===== src/rtl/sync_divider.sv =====
// Iterative unsigned restoring divider: one quotient bit per clock, MSB first.
// start is accepted in IDLE or DONE; done pulses for one cycle with q/r/div_by_zero valid.
module sync_divider #(
    parameter int WIDTH = 8
) (
    input  logic             clk,
    input  logic             rst_n,
    input  logic             start,
    input  logic [WIDTH-1:0] a,
    input  logic [WIDTH-1:0] b,
    output logic             busy,
    output logic             done,
    output logic [WIDTH-1:0] q,
    output logic [WIDTH-1:0] r,
    output logic             div_by_zero
);

    localparam int CW = (WIDTH > 2) ? $clog2(WIDTH) : 1;

    typedef enum logic [1:0] {
        IDLE = 2'd0,
        RUN  = 2'd1,
        DONE = 2'd2
    } state_t;

    state_t           state, state_nx;
    logic [WIDTH-1:0] dvd, dvd_nx;
    logic [WIDTH-1:0] dsr, dsr_nx;
    logic [WIDTH-1:0] rem, rem_nx;
    logic [WIDTH-1:0] quo, quo_nx;
    logic [CW-1:0]    cnt, cnt_nx;
    logic [WIDTH-1:0] q_nx, r_nx;
    logic             dbz_nx;

    logic [WIDTH:0]   rem_sh;
    logic [WIDTH:0]   diff;
    logic             fits;

    // rem < 2^(WIDTH-1) before every shift (it is bounded by the dividend prefix),
    // so rem_sh fits in WIDTH bits and bit WIDTH of the difference is a clean borrow.
    assign rem_sh = {rem, dvd[WIDTH-1]};
    assign diff   = rem_sh - {1'b0, dsr};
    assign fits   = ~diff[WIDTH];

    assign busy = (state == RUN);
    assign done = (state == DONE);

    always_comb begin
        state_nx = state;
        dvd_nx   = dvd;
        dsr_nx   = dsr;
        rem_nx   = rem;
        quo_nx   = quo;
        cnt_nx   = cnt;
        q_nx     = q;
        r_nx     = r;
        dbz_nx   = div_by_zero;

        case (state)
            IDLE, DONE: begin
                state_nx = IDLE;
                if (start) begin
                    if (b == '0) begin
                        state_nx = DONE;
                        q_nx     = '1;
                        r_nx     = a;
                        dbz_nx   = 1'b1;
                    end else begin
                        state_nx = RUN;
                        dvd_nx   = a;
                        dsr_nx   = b;
                        rem_nx   = '0;
                        quo_nx   = '0;
                        cnt_nx   = '0;
                    end
                end
            end

            RUN: begin
                dvd_nx = {dvd[WIDTH-2:0], 1'b0};
                rem_nx = fits ? diff[WIDTH-1:0] : rem_sh[WIDTH-1:0];
                quo_nx = {quo[WIDTH-2:0], fits};
                cnt_nx = cnt + 1'b1;
                if (cnt == CW'(WIDTH-1)) begin
                    state_nx = DONE;
                    q_nx     = quo_nx;
                    r_nx     = rem_nx;
                    dbz_nx   = 1'b0;
                end
            end

            default: state_nx = IDLE;
        endcase
    end

    always_ff @(posedge clk or negedge rst_n) begin
        if (!rst_n) begin
            state       <= IDLE;
            dvd         <= '0;
            dsr         <= '0;
            rem         <= '0;
            quo         <= '0;
            cnt         <= '0;
            q           <= '0;
            r           <= '0;
            div_by_zero <= 1'b0;
        end else begin
            state       <= state_nx;
            dvd         <= dvd_nx;
            dsr         <= dsr_nx;
            rem         <= rem_nx;
            quo         <= quo_nx;
            cnt         <= cnt_nx;
            q           <= q_nx;
            r           <= r_nx;
            div_by_zero <= dbz_nx;
        end
    end

endmodule


===== config.mk =====
export PLATFORM = sky130hd
export DESIGN_NAME = sync_divider
export DESIGN_NICKNAME = d
export VERILOG_FILES = /design/src/rtl/sync_divider.sv
export SDC_FILE = /design/constraint.sdc
export NUM_CORES = 1
export LEC_CHECK = 0
export CELL_PAD_IN_SITES_DETAIL_PLACEMENT = 0
export CELL_PAD_IN_SITES_GLOBAL_PLACEMENT = 2
export CORE_MARGIN = 4
export CORE_UTILIZATION = 33
export DETAILED_ROUTE_END_ITERATION = 16
export PLACE_DENSITY_LB_ADDON = 0.1
export SLEW_MARGIN = 20
export SYNTH_ARGS = -nofsm -noshare
export SYNTH_HDL_FRONTEND = slang
export SYNTH_SLANG_ARGS = --single-unit

===== constraint.sdc =====
create_clock -name clk -period 2.8 [get_ports clk]
set_input_delay 0.7 -clock clk [delete_from_list [all_inputs] [get_ports clk]]
set_output_delay 0.7 -clock clk [all_outputs]
set_load 0.01 [all_outputs]

Word-level counts from Yosys, hierarchy flattened
Cells that the tools add are included.

cells by class
  bitwise operators = 2
  equal/unequal tests = 7
  add/sub/neg operators = 2
  muxes and demuxes = 27
  reduce and logical (&&, ||, !) cells = 7

operators by type and width
  kind                                                    count
  two-way mux 8 bit                                       11
  one-hot mux 8 bit (2 select lines)                      4
  one-hot mux 7 bit (2 select lines)                      1
  subtractor 9 x 8 -> 9 bit                               1
  logical NOT 8 bit                                       1
  two-way mux 2 bit                                       3
  two-way mux 3 bit                                       2
  inequality test 2 bit (second input constant)           3
  one-hot mux 3 bit (2 select lines)                      1
  AND reduction 3 bit                                     2
  one-hot mux 2 bit (2 select lines)                      1
  AND reduction 4 bit                                     1
  adder 3 x 1 -> 3 bit (second input constant)            1
  == test 3 bit (second input constant)                   1
  two-way mux 1 bit                                       3
  == test 2 x 1 -> 1 bit (second input constant)          1
  == test 2 bit (second input constant)                   1
  logical NOT 2 bit                                       1
  inequality test 2 x 1 -> 1 bit (second input constant)  1
  NOT 1 bit                                               2
  one-hot mux 1 bit (2 select lines)                      1
  nonzero test 2 bit                                      1
  OR reduction 2 bit                                      1

word-level totals
  bits of input ports = 19
  logic and storage cells = 54
  register bits = 53

Depth between registers and ports, before layout
  depth after elaboration = 4
  mapped depth = 11
  gate-level depth less buffers = 10

Worst setup path before layout
OpenSTA, ideal clock, no wires.

  path kind = register to register
  from = register dvd[7]
  to = register r[5]
  stages on the path, launching flop included = 12
  setup time = 82 ps
  path slack = 387 ps
  period minus slack after synthesis = 2413 ps
  data arrival time = 2331 ps
  cells stage by stage = dfrtp_1 -> inv_1 -> ha_1 -> inv_1 -> fa_1 -> a211oi_2 -> nor3_2 -> mux2i_2 -> nor2_2 -> buf_6 -> or3_4 -> a31oi_1

between the ends
  cells in the longest elaborated chain, start to end = 4

RTL lines
  what                                RTL line  RTL
  from (decl)                         27        logic [WIDTH-1:0] dvd, dvd_nx;
  from (signal assigned)              109       dvd <= dvd_nx;
  subtractor 9 x 8 -> 9 bit           42        assign diff = rem_sh - {1'b0, dsr};
  two-way mux 8 bit                   81        rem_nx = fits ? diff[WIDTH-1:0] : rem_sh[WIDTH-1:0];
  two-way mux 8 bit                   84        if (cnt == CW'(WIDTH-1)) begin
  one-hot mux 8 bit (2 select lines)  59        case (state)
  to (signal assigned)                115       r <= r_nx;
  to (decl)                           14        output logic [WIDTH-1:0] r,

No other way between the ends. The select of a mux whose other input is x is not followed.
A chain may end at the register's enable or synchronous reset.

Worst setup path in the final report
  from = register dvd[7]
  to = register r[2]

The elaborated chain is that of the path after synthesis.

==> summary.txt <==
Die
  • Die W: 97.76 um
  • Initial Util: 34.23%
  • IO Pins: 38
  • Die height: 97.76 um
  • Core Footprint: 7767 um2
  • Die ar.: 9557 um2
  • Row Count: 32

Hold path
  • Type of the worst min-delay path: input pin to async pin

Critical path
  • CP Launch Type: flop
  • Reg2reg start: dvd[7]
  • Critical path capture point type: flop
  • Delay-heaviest family, CP: simple AND/OR/NAND/NOR gates
  • Cell chain of the critical path: inv_1 -> ha_1 -> inv_1 -> fa_2 -> a211oi_2 -> nor3_2 -> mux2i_2 -> nor2_4 -> buf_4 -> or3_1 -> a41oi_1
  • Max stage delay on crit path: 0.37 ns
  • Critical Path AT: 2.83 ns
  • CP required: 3.03 ns
  • CP Max Fanout: 6
  • Worst setup path class: flop to flop
  • Crit path from: dvd[7]
  • Slowest cell on crit path: dfrtp_1
  • Most frequent CP cell: inv_1
  • Buffers and inverters on the worst path: 3

Logic synthesis
  • Mapped Nets: 317
  • XOR/XNOR Fraction of Synth Area: 1.318%
  • Post-synthesis cell type count: 40
  • Most common library cells after synthesis: 53 x dfrtp_1, 49 x nand2_1, 29 x nor2_1, 29 x o21ai_0, 14 x a21oi_1
  • Most used DFF post-synth: dfrtp_1
  • Main combinational cell family by area after synthesis: simple AND/OR/NAND/NOR gates
  • Post-synth EDFFs: 0
  • Simple logic cell fraction of the synthesized area: 19.58%
  • Cell with the most instances after synthesis: dfrtp_1
  • Share of the synthesized area in the top cell type: 49.88%
  • Mux contribution to synthesized area: 4.424%
  • Largest area contributor in the netlist: dfrtp_1
  • Cell Area, Synth: 2659 um2
  • Yosys reg bits: 53
  • Post-synthesis sequential area ratio: 49.88%
  • Post-Synth Adder-Cell Area: 5.459%
  • Top cells by area, synth: dfrtp_1 50%, nand2_1 6.9%, o21ai_0 5.5%
  • FFs w/ async S/R, synth: 100.0%
  • Avg Cell Area, Syn: 9.264 um2
  • Yosys warns: 0
  • Compound-cell area share of the yosys netlist: 15.72%
  • Synthesized netlist cell count: 287

Run status
  • Run status: finished, final reports clean

Power
  • Sw power: 1839 uW
  • Pwr Density: 1287 nW/um2
  • Seq pwr share: 30.4%
  • Logic gate share of total power: 57.3%
  • Clk network pwr share: 12.3%
  • VDD IR max: 0.4892 mV
  • Int Power: 2502 uW
  • Switching part of the total: 42.37%
  • P_leak: 0.001462 uW

Final layout
  • P&R area growth vs syn: 26.87%
  • # nets final: 367
  • Final core utilization: 43.43%
  • ANT cells: 0
  • Register area: 1326 um2
  • Layout cell share with drive strength beyond 1: 12.13%
  • Area of the multi-input gates: 1249 um2
  • Number of fillers in the final layout: 808
  • Post-layout instance area: 3373 um2

STA
  • Final Hold Viols: 0
  • Clock period minus worst slack: 2.597 ns
  • Fmax achieved: 385.1 MHz
  • Unrepaired setup endpoints after global routing: false
  • Worst rel slew slack: 57.73%
  • Fin crit share: 92.75%
  • Post-route setup slack: 0.2030 ns
  • Setup Viol. Count Final: 0
  • Setup tns final: 0 ns
  • Slew @ Worst Pin: 0.6326 ns
  • Clk_skew: 0.01230 ns
  • Final hold slack: 0.3855 ns
  • Fin. max-slew vios: 0

Global route
  • Total GRT Usage: 14.72%
  • Initial antenna violation count: 0
  • Global-route wire length before repair: 11370 um
  • Vias in the first global route: 2191
  • Total global routing overflow: 0
  • Largest net degree at the start of global routing: 38

Clocking
  • CTS buffer count: 5
  • Clk Latency, worst-skew pair: 0.31 ns
  • Reg clk slew, reported paths: 0.11 ns
  • CTS max path bufs: 2
  • CTS sink count: 53
  • Clock root buffer: clkbuf_8
  • Htree depth: 2
  • CTS tree: yes

Drt
  • 1st-pass router iterations: 4
  • DR vias/cell: 5.007
  • Routed wire length: 6862 um
  • 1st-iter DRT viols: 70
  • DRC Markers: 0
  • Via count: 2203
  • Antenna-violating nets left: 0
  • WL/cell: 15.60 um

Place
  • GPL Wtd Cong: 0.7686
  • Placed Area: 3241 um2
  • Port Buffers: 37
  • Post-DP HPWL: 5081 um
  • Pre-CTS setup slack: -0.1478 ns

Run
  • Max-Cap Viols: 0
registers in the layout, summed over array words and instances (netlist names):
name / cells
dsr: 8
dvd: 8
q: 8
r: 8
rem: 8
quo: 7
cnt: 3
state: 2
div_by_zero: 1
power groups by stage:
| stage | clock network (uW) | registers, uW | logic [uW] |
|---|---|---|---|
| finish | 535 | 1320 | 2490 |
| global route | 580 | 1360 | 2800 |
| CTS | 558 | 1320 | 2490 |
| detailed placement | 0 | 1340 | 2470 |
| global placement | 0 | 1340 | 2470 |
| floorplan | 0 | 1330 | 1590 |
layout by cell type, fill, tap and decap left out, types with 2 or more instances in the layout:
cell type        instances
o21ai_0                 29
nor2b_1                  3
o211ai_1                 3
o22ai_1                  2
a21oi_1                 14
nand2b_1                 5
nor2_2                   3
nand3_1                 12
nor2_4                   2
and2_1                   2
mux2_2                   3
or3_1                    2
xor2_1                   2
nand2_1                 49
xnor2_1                  2
buf_4                   18
clkdlybuf4s50_1         36
a211o_1                  3
a21o_1                   2
o21bai_1                 3
ha_1                    10
a31oi_1                  7
inv_1                   10
mux2i_1                  7
o21a_1                   2
or4_1                    2
clkbuf_8                 5
nor3_1                   2
nor2_1                  29
dfrtp_1                 53
through the flow:
step | total power (uW) | std cells
after detailed placement | 3812 | 431
after floorplan | 2919 | 287
final | 4341 | 440
after CTS | 4375 | 439
after global placement | 3806 | 431
after global routing | 4746 | 440
what timing repair did:
item	CTS	global route
hold buffers	0	0
setup buffers	0	1
endpoints found under the setup margin	0	1
resized for setup	0	2
metal layers:
layer / vias to the layer above / global-route usage, % / share of wire, %
li1: 1083 / - / -
met1: 1066 / 21.06 / 51
met2: 47 / 23.04 / 45
met3: 7 / 2.929 / 3.6
met4: 0 / 3.514 / 1.0
met5: - / 0 / 0
worst register-to-register path, cell delays in order (launching register included):
cell and delay (ns):
dfrtp_1 0.37, inv_1 0.07, ha_1 0.16, inv_1 0.05, fa_2 0.36, a211oi_2 0.28
nor3_2 0.09, mux2i_2 0.29, nor2_4 0.11, buf_4 0.16, or3_1 0.37, a41oi_1 0.20
area by class of cell:
cell class                      instances  area share [%]
Multi-Input combinational cell        211           37.02
Tap cell                              102           3.783
Clock buffer                            5           2.040
Inverter                               10           1.113
Clock inverter                          3           1.298
Timing Repair Buffer                   56           15.43
Sequential cell                        53           39.32
logic make-up (layout without fill, tap and decap cells):
logic type | count (synthesis) | count (layout)
adders and majority gates | 11 | 11
muxes | 11 | 11
AOI/OAI and AO/OA | 70 | 70
and+or+nand+nor | 115 | 115
DFF | 53 | 53
buffers and inverters | 23 | 74
xor gates and xnor gates | 4 | 4
final timing paths:
check | endpoint | slack [ns] | cells past startpoint
min reg2reg | dvd[4] | 0.49 | 2
min in group clk | dvd[4] | 0.49 | 2
max in group asynchronous | rem[2] | 1.82 | 2
max | r[2] | 0.20 | 11
min | quo[6] | 0.39 | 1
max reg2reg | r[2] | 0.20 | 11
Power figures use the tool's default switching activity.
==> RTL change (same settings) <==
Re-encode `state_t` (3 states) as one-hot, 3 bits wide.
--- a/src/rtl/sync_divider.sv
+++ b/src/rtl/sync_divider.sv
@@ -17,10 +17,10 @@
 
     localparam int CW = (WIDTH > 2) ? $clog2(WIDTH) : 1;
 
-    typedef enum logic [1:0] {
-        IDLE = 2'd0,
-        RUN  = 2'd1,
-        DONE = 2'd2
+    typedef enum logic [2:0] {
+        IDLE = 3'b001,
+        RUN  = 3'b010,
+        DONE = 3'b100
     } state_t;
 
     state_t           state, state_nx;
Check against the original RTL: no difference found for any inputs over 10 cycles, from zero or initial values and one cycle with rst_n low; not proved beyond that.
==> RTL change against the original RTL <==
Design area grew 4.0%. Global-route usage grew 0.079 points. Area after synthesis rose by 7.0%. Via count up 3.2%. Worst setup slack better by 0.067 ns. Synthesized cell count up 5.2%. Sequential cell count is 1 higher. First-iteration DRC count down 10%. Maximum frequency up 2.7%. Power fell by 24%. Cell count is 3.2% higher. Combinational power decreased by 31%. Routed wire length grew 4.5%. Critical path type unchanged. Critical endpoint is now r[5].
==> RTL change: results (changes against the original RTL) <==
Parameter                              Value

Placed design
  Placed insts ... 446 (was 431)
  Final Wtd Congestion ... 0.738 (was 0.769)
  Detailed-placement wirelength estimate ... 5240 µm (was 5080 µm)
  Post-Place Worst Slack ... 0.0344 ns (was -0.148 ns)
  IO Port Bufs ... 37 (unchanged)
  Instance area at placement ... 3420 µm² (was 3240 µm²)

Timing
  Transition time at the pin with the least slew margin ... 0.638 ns (was 0.633 ns)

Global routing
  First-pass GRT wire length ... 11,800 µm (was 11,400 µm)
  Largest net degree at the start of global routing ... 39 (was 38)
  Global-route usage over all layers ... 14.8% (was 14.7%)
  Vias in the first global route ... 2,312 (was 2,191)

Drt
  DRT Wirelength ... 7170 µm (was 6860 µm)
  Vias per cell ... 5.01 (about the same)
  Wirelength per Cell ... 15.8 µm (was 15.6 µm)
  Number of DRC markers after the initial detailed-route iteration ... 63 (was 70)

Status
  Status ... complete, no violations (unchanged)

Pwr
  Leakage power ... 0.00153 µW (was 0.00146 µW)
  Worst IR drop on VDD ... 0.341 mV (was 0.489 mV)

Critical path
  Max Fanout on Critical Path ... 7 (was 6)
  Maximum cell stage delay along the critical path ... 0.39 ns (was 0.37 ns)
  Critical Path AT ... 2.78 ns (was 2.83 ns)

Synth
  Most frequent cells after synthesis ... sky130_fd_sc_hd__nand2_1, sky130_fd_sc_hd__dfrtp_1, sky130_fd_sc_hd__o21ai_0 (was sky130_fd_sc_hd__dfrtp_1, sky130_fd_sc_hd__nand2_1, sky130_fd_sc_hd__nor2_1, sky130_fd_sc_hd__o21ai_0, sky130_fd_sc_hd__a21oi_1)
  Sequential share of the synthesized area ... 47.6% (was 49.9%)
  Net count of the mapped netlist ... 332 (was 317)
  Post-synthesis area per instance ... 9.42 µm² (was 9.26 µm²)
  Number of unique standard cell types used by synthesis ... 49 (was 40)

Floorplanning
  Placement row count ... 33 (was 32)

Finish
  # nets final ... 378 (was 367)
  Ratio of cells with drive above 1 in the final layout ... 12.3% (was 12.1%)
-- RTL change: cell count changes in the layout (fill, tap and decap cells not counted), moves of 4 or more --
cell                      delta
sky130_fd_sc_hd__a21oi_1     -7
sky130_fd_sc_hd__a21oi_2     +8
sky130_fd_sc_hd__a31oi_1     -6
sky130_fd_sc_hd__and3_1      +4
sky130_fd_sc_hd__buf_4       -6
sky130_fd_sc_hd__nand2_1     +5
sky130_fd_sc_hd__nand3_1     -5
sky130_fd_sc_hd__nor2_1      -8
sky130_fd_sc_hd__o21ai_0    +12
-- RTL change: worst paths after layout --
check                        from  endpoint  slack [ns]  depth (start not counted)
max                        dvd[7]      r[5]        0.27                         10
min                         rst_n      q[2]        0.27                          1
max reg2reg                dvd[7]      r[5]        0.27                         10
min reg2reg                dvd[5]    dvd[6]        0.48                          2
max in group asynchronous   rst_n      r[3]        2.00                          2
min in group clk           dvd[5]    dvd[6]        0.48                          2
-- RTL change: worst max-delay path, delay by kind of cell (launching register included) --
kind,cells,cell delay [ns]
buffers and inverters,2,0.13
DFF,1,0.39
AOI/OAI and AO/OA,6,1.39
adders and majority gates,2,0.56
-- RTL change: kinds of logic after synthesis --
group                      share of synthesized area, %
and+or+nand+nor                                    17.5
AOI/OAI and AO/OA                                  20.9
DFF                                                47.6
buffers and inverters                              4.22
adders and majority gates                          5.10
muxes                                              3.21
xor gates and xnor gates                           1.54
-- RTL change: per-layer routing --
layer	share of wire (%)	routed length (µm)	global-route usage [%]
met5	0	0	0
met4	1.5	107	4.15
met3	2.6	189	2.49
met2	45	3240	22.7
met1	51	3640	21.4
-- RTL change: cell type report --
class | count | area [µm²]
Clock inverter | 2 | 13.8
Multi-Input combinational cell | 224 | 1380
Inverter | 11 | 46.3
Tap cell | 105 | 131
Timing Repair Buffer | 52 | 515
Clock buffer | 6 | 72.6
Fill cell | 846 | 4790
Sequential cell | 54 | 1350
-- RTL change: where the power goes --
part           total [µW]  switching (µW)  internal (µW)  leakage, µW
clock network         444             267            178    0.0000452
logic                1710             945            764     0.000799
registers            1140             137           1010     0.000687
total                3300            1350           1950      0.00153
-- RTL change: through the flow --
step,total power (µW),util [%]
5_1_grt,3600,42.3
3_3_place_gp,2890,41.2
6_report,3300,42.3
3_5_place_dp,2880,41.2
2_1_floorplan,2290,-
4_1_cts,3340,42.3
